`config.mk`:
```
export PLATFORM = sky130hd
export DESIGN_NAME = slow_clk_scheduler
export DESIGN_NICKNAME = d
export VERILOG_FILES = /design/src/rtl/clk_sched_pkg.sv /design/src/rtl/rr_arbiter.sv /design/src/rtl/slow_clk_scheduler.sv
export SDC_FILE = /design/constraint.sdc
export NUM_CORES = 1
export LEC_CHECK = 0
export BUFFER_PORTS_ARGS = -buffer_cell sky130_fd_sc_hd__buf_4
export CORE_ASPECT_RATIO = 0.5
export CORE_UTILIZATION = 35
export DETAILED_ROUTE_END_ITERATION = 16
export SYNTH_ARGS = -nofsm -noshare
export SYNTH_HDL_FRONTEND = slang
export SYNTH_SLANG_ARGS = --single-unit
```
`constraint.sdc`:
```
create_clock -name clk -period 6.4 [get_ports clk]
set_input_delay 1.92 -clock clk [delete_from_list [all_inputs] [get_ports clk]]
set_output_delay 1.92 -clock clk [all_outputs]
set_load 0.01 [all_outputs]
```
`src/rtl/clk_sched_pkg.sv`:
```
// Shared types and defaults for the slow-clock scheduler: FSM state encoding
// and default widths/limits used as parameter defaults by the top.
package clk_sched_pkg;

    typedef enum logic [1:0] {
        IDLE      = 2'd0,
        WAIT_EDGE = 2'd1,
        ACK       = 2'd2
    } state_t;

    localparam int DW_DEF      = 32;
    localparam int MIN_DIV_DEF = 1;

endpackage

```
`src/rtl/rr_arbiter.sv`:
```
// Combinational round-robin arbiter: picks the first set request at or after
// ptr_i (wrapping) and returns it as a one-hot grant plus its index.
module rr_arbiter #(
    parameter int NREQ = 4,
    parameter int PW   = $clog2(NREQ)
) (
    input  logic [NREQ-1:0] req_i,
    input  logic [PW-1:0]   ptr_i,
    output logic [NREQ-1:0] grant_o,
    output logic [PW-1:0]   idx_o,
    output logic            valid_o
);

    logic [PW-1:0] sel;

    always_comb begin
        grant_o = '0;
        idx_o   = '0;
        valid_o = 1'b0;
        sel     = '0;
        for (int k = 0; k < NREQ; k++) begin
            sel = PW'((int'(ptr_i) + k) % NREQ);
            if (!valid_o && req_i[sel]) begin
                valid_o      = 1'b1;
                grant_o[sel] = 1'b1;
                idx_o        = sel;
            end
        end
    end

endmodule

```
`src/rtl/slow_clk_scheduler.sv`:
```
// Toggle-style slow-clock divider whose ratio is shared between NREQ requesters;
// ratio changes are applied only on a toggle. Optional SLOW_CLK_FREEZE_EN adds 'freeze'.
module slow_clk_scheduler
    import clk_sched_pkg::*;
#(
    parameter int NREQ        = 4,
    parameter int DW          = DW_DEF,
    parameter int DEFAULT_DIV = 49_999_999,
    parameter int MIN_DIV     = MIN_DIV_DEF
) (
    input  logic               clk,
    input  logic               rst_n,
`ifdef SLOW_CLK_FREEZE_EN
    input  logic               freeze,
`endif
    input  logic [NREQ-1:0]    req,
    input  logic [NREQ*DW-1:0] div_val,
    output logic [NREQ-1:0]    ack,
    output logic               slow_clk,
    output logic               tick,
    output logic [DW-1:0]      active_div,
    output logic               busy
);

    localparam int PW = $clog2(NREQ);

    function automatic logic [DW-1:0] clamp_div(input logic [DW-1:0] v);
        return (v < DW'(MIN_DIV)) ? DW'(MIN_DIV) : v;
    endfunction

    state_t          state_q, state_d;
    logic [DW-1:0]   count_q, count_d;
    logic            slow_clk_q, slow_clk_d;
    logic            tick_q, tick_d;
    logic [DW-1:0]   active_div_q, active_div_d;
    logic [DW-1:0]   pend_q, pend_d;
    logic [NREQ-1:0] grant_q, grant_d;
    logic [PW-1:0]   rr_ptr_q, rr_ptr_d;
    logic            busy_q, busy_d;
    logic [NREQ-1:0] ack_q, ack_d;

    logic [NREQ-1:0] arb_grant;
    logic [PW-1:0]   arb_idx;
    logic            arb_valid;
    logic [DW-1:0]   sel_div;
    logic [DW-1:0]   sel_clamped;
    logic            run;
    logic            hit;

`ifdef SLOW_CLK_FREEZE_EN
    assign run = ~freeze;
`else
    assign run = 1'b1;
`endif

    assign hit = run && (count_q == active_div_q);

    rr_arbiter #(
        .NREQ (NREQ),
        .PW   (PW)
    ) u_arb (
        .req_i   (req),
        .ptr_i   (rr_ptr_q),
        .grant_o (arb_grant),
        .idx_o   (arb_idx),
        .valid_o (arb_valid)
    );

    always_comb begin
        sel_div = '0;
        for (int i = 0; i < NREQ; i++) begin
            if (arb_grant[i]) sel_div = div_val[i*DW +: DW];
        end
        sel_clamped = clamp_div(sel_div);
    end

    always_comb begin
        count_d      = count_q;
        slow_clk_d   = slow_clk_q;
        tick_d       = 1'b0;
        active_div_d = active_div_q;
        state_d      = state_q;
        pend_d       = pend_q;
        grant_d      = grant_q;
        rr_ptr_d     = rr_ptr_q;
        busy_d       = busy_q;
        ack_d        = '0;

        if (hit) begin
            count_d    = '0;
            slow_clk_d = ~slow_clk_q;
            tick_d     = 1'b1;
        end else if (run) begin
            count_d = count_q + DW'(1);
        end

        case (state_q)
            IDLE: begin
                if (arb_valid) begin
                    pend_d   = sel_clamped;
                    grant_d  = arb_grant;
                    rr_ptr_d = PW'((int'(arb_idx) + 1) % NREQ);
                    busy_d   = 1'b1;
                    // A ratio equal to the active one needs no toggle boundary.
                    state_d  = (sel_clamped == active_div_q) ? ACK : WAIT_EDGE;
                end
            end
            WAIT_EDGE: begin
                if (hit) begin
                    active_div_d = pend_q;
                    state_d      = ACK;
                end
            end
            ACK: begin
                ack_d   = grant_q;
                busy_d  = 1'b0;
                state_d = IDLE;
            end
            default: state_d = IDLE;
        endcase
    end

    always_ff @(posedge clk or negedge rst_n) begin
        if (!rst_n) begin
            state_q      <= IDLE;
            count_q      <= '0;
            slow_clk_q   <= 1'b0;
            tick_q       <= 1'b0;
            active_div_q <= DW'(DEFAULT_DIV);
            pend_q       <= '0;
            grant_q      <= '0;
            rr_ptr_q     <= '0;
            busy_q       <= 1'b0;
            ack_q        <= '0;
        end else begin
            state_q      <= state_d;
            count_q      <= count_d;
            slow_clk_q   <= slow_clk_d;
            tick_q       <= tick_d;
            active_div_q <= active_div_d;
            pend_q       <= pend_d;
            grant_q      <= grant_d;
            rr_ptr_q     <= rr_ptr_d;
            busy_q       <= busy_d;
            ack_q        <= ack_d;
        end
    end

    assign ack        = ack_q;
    assign slow_clk   = slow_clk_q;
    assign tick       = tick_q;
    assign active_div = active_div_q;
    assign busy       = busy_q;

endmodule

```
* Word-level counts from Yosys, hierarchy flattened
Index checks and enable logic that the tools add are counted.
Operators by class: reduce and logical (&&, ||, !) cells 16, bitwise operators 4, magnitude comparators 9, $add $sub $neg 5, mux-type cells 42, eq/ne operators 6
Operator list (number):
- 32-bit two-way mux | 6
- 32-bit equality test | 2
- 32-bit by 1-bit adder with 32-bit output, second input constant | 1
- 32-bit by 1-bit < comparator with 1-bit output, second input constant | 1
- 4-bit two-way mux | 5
- 1-bit two-way mux | 14
- 2-bit two-way mux | 7
- 2-bit by 3-bit < comparator with 1-bit output, second input constant | 4
- 4-bit OR | 3
- 1-bit binary-select mux with 2-bit select | 4
- 1-bit demux with 2-bit select | 4
- 2-bit by 1-bit greater-or-equal comparator with 1-bit output, second input constant | 4
- 2-bit AND reduction | 4
- 1-bit logical AND | 7
- 2-bit by 1-bit adder with 2-bit output, second input constant | 2
- 2-bit adder, second input constant | 2
- 2-bit != test, second input constant | 2
- 2-bit one-hot mux with 2 select lines | 1
- 1-bit zero test | 3
- 2-bit by 1-bit equality test with 1-bit output, second input constant | 1
- 2-bit equality test, second input constant | 1
- 2-bit zero test | 1
- 1-bit one-hot mux with 2 select lines | 1
- 2-bit nonzero test | 1
- 1-bit NOT | 1
Storage, ports and cells: word-level logic and storage cells 92, output and inout bits 39, flip-flop bits (word level) 111

* Longest topological paths before layout
Gate-level depths: netlist (run 1).
depth in word-level cells 22, depth in mapped cells 19, depth with buffers taken out 13

* Hierarchy
A second synthesis (run 1) with hierarchy kept.
Second synthesis, totals: cell total of the unflattened synthesis 608, area total of the unflattened synthesis 6597.6 um2
Modules (own cells, without submodules):
- slow_clk_scheduler | cells each 563, instances 1, sequential area each 2800.2 um2, area each 6175.9 um2
- rr_arbiter | cells each 45, instances 1, sequential area each 0.0 um2, area each 421.7 um2

* Least setup slack after synthesis (run 1)
No wires, ideal clock.
path kind input port to flip-flop, start point in req[1], end point reg state_q[0], library setup time 0.126 ns, path buffers 3, data arrival time 4.959 ns, slack 1.315 ns, stages 14, required time 6.274 ns, path through buf_2 or3b_1 a2111oi_2 o21ai_2 o21a_1 buf_6 buf_6 a311oi_1 o22ai_1 nor4_1 nand4_1 nor4_2 nor4_2 o32a_1
On the way: word-level cells in the longest chain between the ends 22, elaborated cells on any way between the ends 37, classes of those cells 1 x order compare; 2 x eq/ne; 24 x mux; 3 x bitwise; 7 x reduce/logical
RTL lines:
- from (decl) | RTL line slow_clk_scheduler.sv:16 | input logic [NREQ-1:0] req,
- 1-bit binary-select mux with 2-bit select | RTL line rr_arbiter.sv:23 | if (!valid_o && req_i[sel]) begin
- 1-bit two-way mux (implied by the code) | RTL line rr_arbiter.sv:23
- 1-bit two-way mux | RTL line rr_arbiter.sv:23
- 1-bit zero test | RTL line rr_arbiter.sv:23
- 1-bit logical AND | RTL line rr_arbiter.sv:23
- 1-bit two-way mux | RTL line rr_arbiter.sv:23
- 1-bit zero test | RTL line rr_arbiter.sv:23
- 1-bit logical AND | RTL line rr_arbiter.sv:23
- [... 3 more ...]
- 4-bit two-way mux | RTL line rr_arbiter.sv:23
- 32-bit two-way mux (4 in series) | RTL line slow_clk_scheduler.sv:72 | if (arb_grant[i]) sel_div = div_val[i*DW +: DW];
- 32-bit by 1-bit < comparator with 1-bit output | RTL line slow_clk_scheduler.sv:28 | return (v < DW'(MIN_DIV)) ? DW'(MIN_DIV) : v;
- 32-bit two-way mux | RTL line slow_clk_scheduler.sv:28
- 32-bit equality test | RTL line slow_clk_scheduler.sv:105 | state_d = (sel_clamped == active_div_q) ? ACK : WAIT_EDGE;
- 2-bit two-way mux | RTL line slow_clk_scheduler.sv:105
- 2-bit two-way mux | RTL line slow_clk_scheduler.sv:99 | if (arb_valid) begin
- 2-bit one-hot mux with 2 select lines | RTL line slow_clk_scheduler.sv:97 | case (state_q)
- to (signal assigned) | RTL line slow_clk_scheduler.sv:136 | state_q <= state_d;
- to (decl) | RTL line slow_clk_scheduler.sv:31 | state_t state_q, state_d;
Parallel ways exist; a longest one is shown, timed or not. The select of a mux whose other input is x is not followed. A chain may end at the register's enable or synchronous reset.

* Worst setup path in the final report (run 1)
start point in req[0], end point reg state_q[0]
The elaborated chain is that of the path after synthesis.

==> qor.yml, run 1 <==
status:
  status: "complete, no violations"
timing:
  grt_setup_unrepaired: "no"
  setup_viol_count_final: 0
  post-route-period-util: 0.891
  period_needed_ns: 5.70
  fmax_mhz: 175
  tightest_slew_ns: 1.01
  finalHoldViolCount: 0
  drv_slew: 0
  relSlewSlack: 0.324
  fin_hold_ws_ns: 0.474
  fin_skew_ns: 0.0151
  setup_tns_ns: 0
layout:
  drive_gt1_frac: 0.256
  final_cells: 1374
  regArea_um2: 2800
  utilization: 0.450
  multi_input_area_um2: 4810
  nNetsFinal: 1210
  final_common_cell: "buf_4"
  final_cell_area_um2: 9880
  syn_to_final_growth_pct: 24.5
  nFillCells: 2213
  layout_common_cells: "buf_4 (191), nand2_1 (127), dfrtp_1 (93), o21ai_0 (72), nor2_1 (70)"
floorplan:
  dieArea_um2: 23300
  num_io_pins: 173
  core-area_um2: 22000
  fp.dieW_um: 215
  start_util: 0.361
  rows: 38
  die_y_um: 109
clocking:
  path_clk_slew_ns: 0.09
  cts-root-buf: "clkbuf_16"
  cts_tree: "yes"
  ctsResizeCount: 0
  hold_buffers: 0
  post_cts_buffers: 0
  clock-sinks: 111
  htree_levels: 3
  clockBufferDepth: 2
  clk_latency_ns: 0.37
  numCtsBuffers: 9
global_route:
  antenna_found_initial: 3
  grt_pass1_wl_mm: 48.2
  grt_usage: 0.280
  first_global_vias: 7728
  grt_max_degree: 77
  grt_remaining_overflow: 0
power_and_ir_drop:
  power_density_nw_per_um2: 508
  peakVddDrop_mv: 0.238
  total_leakage_power_nw: 4.37
drt:
  ant_nets: 0
  drt_iter0_drc: 1004
  drc: 0
  via_per_inst: 5.84
  wire_per_inst_um: 24.0
  first_pass_iters: 6
  via_count: 8025
  drt-total-wl_mm: 33.0
worst_hold_path:
  min_path_type: "register to register"
  min_delay_path_depth: 2
  hp-start: "grant_q[0]$_DFFE_PN0P_"
  hold_end: "grant_q[0]$_DFFE_PN0P_"
logic_synthesis:
  ys_types: 81
  netlist_area_um2: 7940
  synth_cells: 922
  ys_warn_count: 0
  synth_flop_cell: "dfrtp_1"
  synth_edf_count: 0
  synthArstFlopShare: 1.00
  yosysTopAreaCell: "dfrtp_1"
  ys_top_cells_by_area: "dfrtp_1 (29%), xor2_1 (7.1%), nand2_1 (6.0%)"
  synth_top_area_share: 0.293
  seq_area_frac_synth: 0.353
  synth-seq-cells: 111
  synth_nets: 1064
  avgSynthCellArea_um2: 8.61
worst_setup_path:
  crit_chain: "buf_4, mux2i_1, nor3b_1, a2111oi_2, o2bb2ai_4, buf_4, a21oi_1, a21oi_1, o32ai_1, nand4_1, nor4_2, nor4_2, o32a_1"
  critPathMaxFanout: 20
  endpoint_kind: "register"
  slowest_stage: "a2111oi_2"
  path_class: "input pin to register"
  reg2reg_depth: 13
  reg2reg_slack_ns: 0.72
  worstReg2RegStart: "rr_ptr_q[0]$_DFFE_PN0P_"
  arrival_ns: 5.96
  startpoint_type: "input pin"
  cpPeakStageDelay_ns: 0.65
  cp_data_required_time_ns: 6.65
  timing.rr.end: "state_q[0]$_DFFE_PN0P_"
place:
  dp_hpwl_mm: 25.7
  dpl_cell_area_um2: 9570
  gp_congestion: 0.948
  dp.cells: 1357
  io_buffers: 172
job:
  maxCapViolCount: 0
-- synthesized netlist by cell type (all sizes together), types with 15 or more instances --
cell       n
nand2    127
buf       31
nor2      71
o22ai     19
mux2      15
nor4      26
nand3     19
xor2      64
a311oi    18
dfrtp     93
inv       30
a21oi     32
clkbuf    27
o2bb2ai   20
o21ai     74
dfstp     18
-- flip-flops by register name (all words and copies together) (netlist names) --
register / count
busy: 1
active_div: 32
ack: 4
count_q: 32
rr_ptr_q: 2
pend_q: 32
slow_clk: 1
state_q: 2
tick: 1
grant_q: 4
-- cell type report --
cell class,instances,area share
diodes,1,0.000253
clock buffers,9,0.0228
clock inverters,7,0.00861
inverters,30,0.0114
multi-input cells,723,0.486
flip-flops and latches,111,0.283
well taps,300,0.0380
repair buffers,193,0.149
-- through the flow --
step	power, mW	setup slack (ns)
2_1_floorplan	3.17	1.31
3_3_place_gp	4.29	0.469
3_5_place_dp	4.32	0.364
4_1_cts	4.93	0.749
5_1_grt	5.31	0.414
6_report	5.02	0.697
-- logic make-up after synthesis --
logic type,count (synthesis),synth area share
simple gates,338,0.206
compound gates,276,0.258
flops,111,0.353
buf+inv,88,0.0506
xor+xnor,75,0.0827
mux,26,0.0372
fa+ha+maj,8,0.0126
-- report_power, final --
group	internal [mW]	switching [mW]	total (mW)	leakage [nW]
Combinational	1.21	2.19	3.40	2.85
Sequential	0.850	0.171	1.02	1.37
Clock	0.282	0.314	0.596	0.147
Total	2.34	2.68	5.02	4.37
-- per-layer routing --
layer  wire [um]  GRT usage  vias to the layer above
li1            -          -                     3692
met1       15500      0.405                     3906
met2       13800      0.409                      373
met3        2890     0.0720                       50
met4         730     0.0770                        4
met5          34          0                        -
-- how the worst max path moves through the flow --
stage,from,end,slack [ns],cells after the start
after floorplan,req[1],state_q[0]$_DFFE_PN0P_,1.31,14
after global placement,req[3],state_q[0]$_DFFE_PN0P_,0.47,12
after detailed placement,req[0],state_q[0]$_DFFE_PN0P_,0.36,13
after CTS,req[3],state_q[0]$_DFFE_PN0P_,0.75,13
after global routing,rr_ptr_q[0]$_DFFE_PN0P_,state_q[0]$_DFFE_PN0P_,0.41,13
final,req[0],state_q[0]$_DFFE_PN0P_,0.70,13
-- worst max-delay path: cells and delay by family --
kind                   cells  cell delay [ns]
multiplexers               1             0.45
AO/OA/AOI/OAI              6             2.25
buffers and inverters      2             0.44
AND/OR/NAND/NOR            4             0.88
(Power assumes the default switching activity.)
==> inputs of run 2 (changes only) <==
--- a/config.mk
+++ b/config.mk
@@ -7,6 +7,7 @@
 export LEC_CHECK = 0
 export BUFFER_PORTS_ARGS = -buffer_cell sky130_fd_sc_hd__buf_4
 export CORE_ASPECT_RATIO = 0.5
+export CORE_MARGIN = 2
 export CORE_UTILIZATION = 35
 export DETAILED_ROUTE_END_ITERATION = 16
 export SYNTH_ARGS = -nofsm -noshare
==> qor.yml, run 2 (synthesis gave the netlist of run 1 again) <==
status:
  status: "complete, no violations"
clocking:
  path_clk_slew_ns: 0.08  # about the same
  numCtsBuffers: 9  # unchanged
  ctsResizeCount: 0  # unchanged
  cts_tree: "yes"
  clk_latency_ns: 0.35  # -0.02 ns
  htree_levels: 3  # unchanged
  clock-sinks: 111  # unchanged
  cts-root-buf: "clkbuf_16"
  clockBufferDepth: 2  # unchanged
  post_cts_buffers: 0  # unchanged
  hold_buffers: 0  # unchanged
global_route:
  grt_max_degree: 68  # -12%
  first_global_vias: 7733  # +0.065%
  grt_pass1_wl_mm: 49.0  # +1.6%
  antenna_found_initial: 1  # -2
  grt_remaining_overflow: 0  # unchanged
  grt_usage: 0.271  # -0.00921
layout:
  layout_common_cells: "buf_4 (197), nand2_1 (127), dfrtp_1 (93), o21ai_0 (72), nor2_1 (70)"
  syn_to_final_growth_pct: 24.5  # about the same
  nNetsFinal: 1215  # +0.41%
  final_cells: 1378  # +0.29%
  nFillCells: 2205  # -0.36%
  drive_gt1_frac: 0.258  # +0.00159
  final_common_cell: "buf_4"
  diodes: 0  # -1
timing:
  timing.final.ws_setup_ns: 0.639  # -0.0580 ns
  grt_setup_unrepaired: "no"
  setup_viol_count_final: 0  # unchanged
  period_needed_ns: 5.76  # +0.0580 ns
  drv_slew: 0  # unchanged
  fin_skew_ns: 0.0114  # -0.00369 ns
  fmax_mhz: 174  # -1.0%
  setup_tns_ns: 0  # unchanged
  finalHoldViolCount: 0  # unchanged
  tightest_slew_ns: 0.982  # -0.0243 ns
  fin_hold_ws_ns: 0.470  # -0.00440 ns
  post-route-period-util: 0.900  # +0.00907
  relSlewSlack: 0.340  # +0.0163
drt:
  first_pass_iters: 5  # -1
  drt-total-wl_mm: 32.6  # -0.93%
  drc: 0  # unchanged
  ant_nets: 0  # unchanged
  wire_per_inst_um: 23.7  # -1.2%
  via_count: 8060  # +0.44%
  via_per_inst: 5.85  # +0.14%
  drt_iter0_drc: 929  # -7.5%
floorplan:
  rows: 38  # unchanged
  core-area_um2: 22000  # unchanged
  num_io_pins: 173  # unchanged
  fp.dieW_um: 217  # +0.93%
  start_util: 0.361  # unchanged
  dieArea_um2: 24000  # +2.8%
  die_y_um: 111  # +1.8%
worst_setup_path:
  startpoint_type: "input pin"
  slowest_stage: "a2111oi_2"
  crit_chain: "buf_4, mux2i_1, o22ai_1, a2111oi_2, o2bb2ai_4, a221oi_1, mux2i_1, o2111ai_1, o41ai_1, nand4_1, o32a_1"
  endpoint_kind: "register"
  crit_family: "compound AO/OA/AOI/OAI gates"
  cp_num_buf_inv: 1  # -1
  cp_data_required_time_ns: 6.64  # about the same
  path_class: "input pin to register"
  cpPeakStageDelay_ns: 0.69  # +0.04 ns
  arrival_ns: 6.00  # +0.04 ns
  critPathMaxFanout: 22  # +10%
  crit_top_cell: "mux2i_1"
job:
  maxCapViolCount: 0  # unchanged
place:
  io_buffers: 172  # unchanged
  gp_congestion: 1.02  # +7.2%
  dp_hpwl_mm: 25.8  # +0.47%
  dp.cells: 1362  # +0.37%
  pre_cts_slack_ns: 0.327  # -0.0366 ns
worst_hold_path:
  min_path_type: "register to register"
power_and_ir_drop:
  finalPower_mw: 5.02  # about the same
  total_leakage_power_nw: 4.39  # +0.44%
  power_density_nw_per_um2: 507  # about the same
  peakVddDrop_mv: 0.288  # +21%
-- run 2: final cells by class --
cell class,count,area (um2),area share
inverter,30,113,0.0114
timing repair buffer,198,1500,0.152
clock inverter,4,58.8,0.00595
sequential,111,2800,0.283
tap,300,375,0.0380
multi-input combinational,723,4790,0.485
clock buffer,12,246,0.0249
-- run 2: power by group --
part           leakage, nW  switching [mW]  internal, mW  total, mW
Clock                0.150           0.270         0.321      0.591
Combinational         2.86            2.19          1.23       3.42
Sequential            1.37           0.151         0.851       1.00
-- run 2: path summary, 6_finish.rpt --
kind	endpoint	cells after the start	slack, ns	startpoint
max in group asynchronous	pend_q[23]$_DFFE_PN0P_	2	3.56	rst_n
min in group asynchronous	rr_ptr_q[0]$_DFFE_PN0P_	1	1.69	rst_n
max	state_q[0]$_DFFE_PN0P_	11	0.64	req[1]
min	slow_clk$_DFFE_PN0P_	1	0.47	slow_clk$_DFFE_PN0P_
min reg2reg	slow_clk$_DFFE_PN0P_	1	0.47	slow_clk$_DFFE_PN0P_
max reg2reg	state_q[0]$_DFFE_PN0P_	11	1.09	rr_ptr_q[1]$_DFFE_PN0P_
-- run 2: layer usage --
layer | vias to the layer above | routed length [um] | global-route usage
li1 | 3710 | - | -
met1 | 4004 | 15400 | 0.406
met2 | 325 | 14400 | 0.410
met3 | 19 | 2590 | 0.0493
met4 | 2 | 301 | 0.0416
met5 | - | 12 | 0
-- run 2: worst register-to-register path, delay by kind of cell (launching register included) --
family / cells / cell delay [ns]
and+or+nand+nor: 1 / 0.34
buffers and inverters: 1 / 0.25
AOI/OAI and AO/OA: 6 / 2.64
adders and majority gates: 1 / 0.66
muxes: 2 / 0.70
DFF: 1 / 0.61
-- run 2: per-stage QoR --
| stage | area (um2) | utilization |
|---|---|---|
| final | 9890 | 0.450 |
| after global routing | 9890 | 0.450 |
| after CTS | 9890 | 0.450 |
| after detailed placement | 9580 | 0.436 |
| after global placement | 9580 | 0.436 |
| after floorplan | 7940 | - |
==> inputs of run 3 (changes only) <==
==> constraint.sdc (replaced) <==
create_clock -name clk -period 6.64 [get_ports clk]
set_input_delay 1.992 -clock clk [delete_from_list [all_inputs] [get_ports clk]]
set_output_delay 1.992 -clock clk [all_outputs]
set_load 0.01 [all_outputs]
==> qor.yml, run 3 (synthesis gave the netlist of run 1 again) <==
status:
  status: "complete, no violations"
floorplan:
  rows: 38  # unchanged
  start_util: 0.361  # unchanged
  num_io_pins: 173  # unchanged
  dieArea_um2: 24000  # unchanged
  core-area_um2: 22000  # unchanged
  fp.dieW_um: 217  # unchanged
  die_y_um: 111  # unchanged
clocking:
  post_cts_buffers: 0  # unchanged
  clockBufferDepth: 2  # unchanged
  htree_levels: 3  # unchanged
  clk_latency_ns: 0.36  # about the same
  clock-sinks: 111  # unchanged
  numCtsBuffers: 9  # unchanged
  ctsResizeCount: 0  # unchanged
  hold_buffers: 0  # unchanged
  cts-root-buf: "clkbuf_16"
  path_clk_slew_ns: 0.07  # about the same
  cts_tree: "yes"
worst_hold_path:
  min_delay_path_depth: 2  # +1
  min_path_type: "register to register"
timing:
  fin_skew_ns: 0.00743  # -0.00401 ns
  post-route-period-util: 0.908
  setup_tns_ns: 0  # unchanged
  grt_setup_unrepaired: "no"
  fmax_mhz: 166
  finalHoldViolCount: 0  # unchanged
  period_needed_ns: 6.03
  tightest_slew_ns: 1.07  # +0.0855 ns
  setup_viol_count_final: 0  # unchanged
  drv_slew: 0  # unchanged
  relSlewSlack: 0.270  # -0.0704
  timing.final.ws_setup_ns: 0.609  # -0.0297 ns
power_and_ir_drop:
  total_leakage_power_nw: 4.36  # -0.49%
  peakVddDrop_mv: 0.224  # -22%
  power_density_nw_per_um2: 488  # -3.7%
  finalPower_mw: 4.81  # -4.0%
worst_setup_path:
  cpPeakStageDelay_ns: 0.81  # +0.12 ns
  critPathMaxFanout: 41  # +86%
  slowest_stage: "a2bb2oi_4"
  startpoint_type: "input pin"
  path_class: "input pin to register"
  crit_top_cell: "o21ai_0"
  crit_family: "compound AO/OA/AOI/OAI gates"
  cp_num_buf_inv: 1  # unchanged
  cp_data_required_time_ns: 6.88  # +0.24 ns
  crit_cells: 10  # -1
  reg2reg_depth: 11  # unchanged
  arrival_ns: 6.27  # +0.27 ns
  crit_chain: "buf_4, mux4_2, a2111oi_2, a2bb2oi_4, o21ai_0, o21ai_0, xor2_1, nor4_1, nand4_1, o32a_1"
  endpoint_kind: "register"
place:
  gp_congestion: 0.999  # -1.7%
  dp_hpwl_mm: 26.1  # +0.97%
  dp.cells: 1359  # -0.22%
  io_buffers: 172  # unchanged
  pre_cts_slack_ns: 0.345  # +0.0180 ns
global_route:
  grt_pass1_wl_mm: 49.0  # +0.13%
  grt_remaining_overflow: 0  # unchanged
  grt_max_degree: 71  # +4.4%
  first_global_vias: 7584  # -1.9%
  antenna_found_initial: 0  # -1
  grt_usage: 0.273  # +0.00214
drt:
  wire_per_inst_um: 23.9  # +0.76%
  ant_nets: 0  # unchanged
  via_count: 8031  # -0.36%
  drt_iter0_drc: 911  # -1.9%
  via_per_inst: 5.84  # -0.14%
  drt-total-wl_mm: 32.8  # +0.54%
  drc: 0  # unchanged
  first_pass_iters: 5  # unchanged
layout:
  drive_gt1_frac: 0.257  # -0.00114
  syn_to_final_growth_pct: 24.1
  diodes: 0  # unchanged
  nNetsFinal: 1212  # -0.25%
  layout_common_cells: "buf_4 (195), nand2_1 (127), dfrtp_1 (93), o21ai_0 (72), nor2_1 (70)"
  final_common_cell: "buf_4"
  final_cells: 1375  # -0.22%
job:
  maxCapViolCount: 0  # unchanged
[run 3: layout make-up]
cell class	count	area [um2]
fill	2212	12100
multi-input combinational	723	4790
sequential	111	2800
timing repair buffer	195	1460
tap	300	375
clock buffer	10	229
inverter	30	113
clock inverter	6	78.8
[run 3: worst register-to-register path: stages (launching register included)]
cell and delay [ns]:
dfrtp_1 0.58, inv_1 0.22, ha_1 0.66, mux2_4 0.40, a2111oi_2 0.58, a2bb2oi_4 0.81
o21ai_0 0.31, o21ai_0 0.61, xor2_1 0.25, nor4_1 0.35, nand4_1 0.21, o32a_1 0.39
[run 3: worst paths after layout]
kind	startpoint	endpoint	slack (ns)
max	req[3]	state_q[0]$_DFFE_PN0P_	0.61
min	pend_q[26]$_DFFE_PN0P_	pend_q[26]$_DFFE_PN0P_	0.46
max reg2reg	rr_ptr_q[1]$_DFFE_PN0P_	state_q[0]$_DFFE_PN0P_	1.16
min reg2reg	pend_q[26]$_DFFE_PN0P_	pend_q[26]$_DFFE_PN0P_	0.46
max in group asynchronous	rst_n	active_div[21]$_DFFE_PN1P_	3.73
min in group asynchronous	rst_n	pend_q[12]$_DFFE_PN0P_	1.74
[run 3: per-stage QoR]
stage | area [um2] | utilization | hold WS (ns)
3_3_place_gp | 9550 | 0.435 | 0.450
3_5_place_dp | 9550 | 0.435 | 0.450
2_1_floorplan | 7940 | - | 0.433
4_1_cts | 9850 | 0.449 | 0.467
5_1_grt | 9850 | 0.449 | 0.491
6_report | 9850 | 0.449 | 0.464
[run 3: routing by layer]
layer / track usage / vias up / routed length, um
li1: - / 3703 / -
met1: 0.412 / 3936 / 15600
met2: 0.403 / 362 / 14100
met3: 0.0543 / 30 / 2650
met4: 0.0489 / 0 / 442
met5: 0 / - / 0
[run 3: power breakdown]
group | total (mW) | switching [mW] | internal (mW)
combinational | 3.28 | 2.13 | 1.15
sequential | 0.963 | 0.143 | 0.820
clock | 0.572 | 0.272 | 0.300
total | 4.81 | 2.54 | 2.27
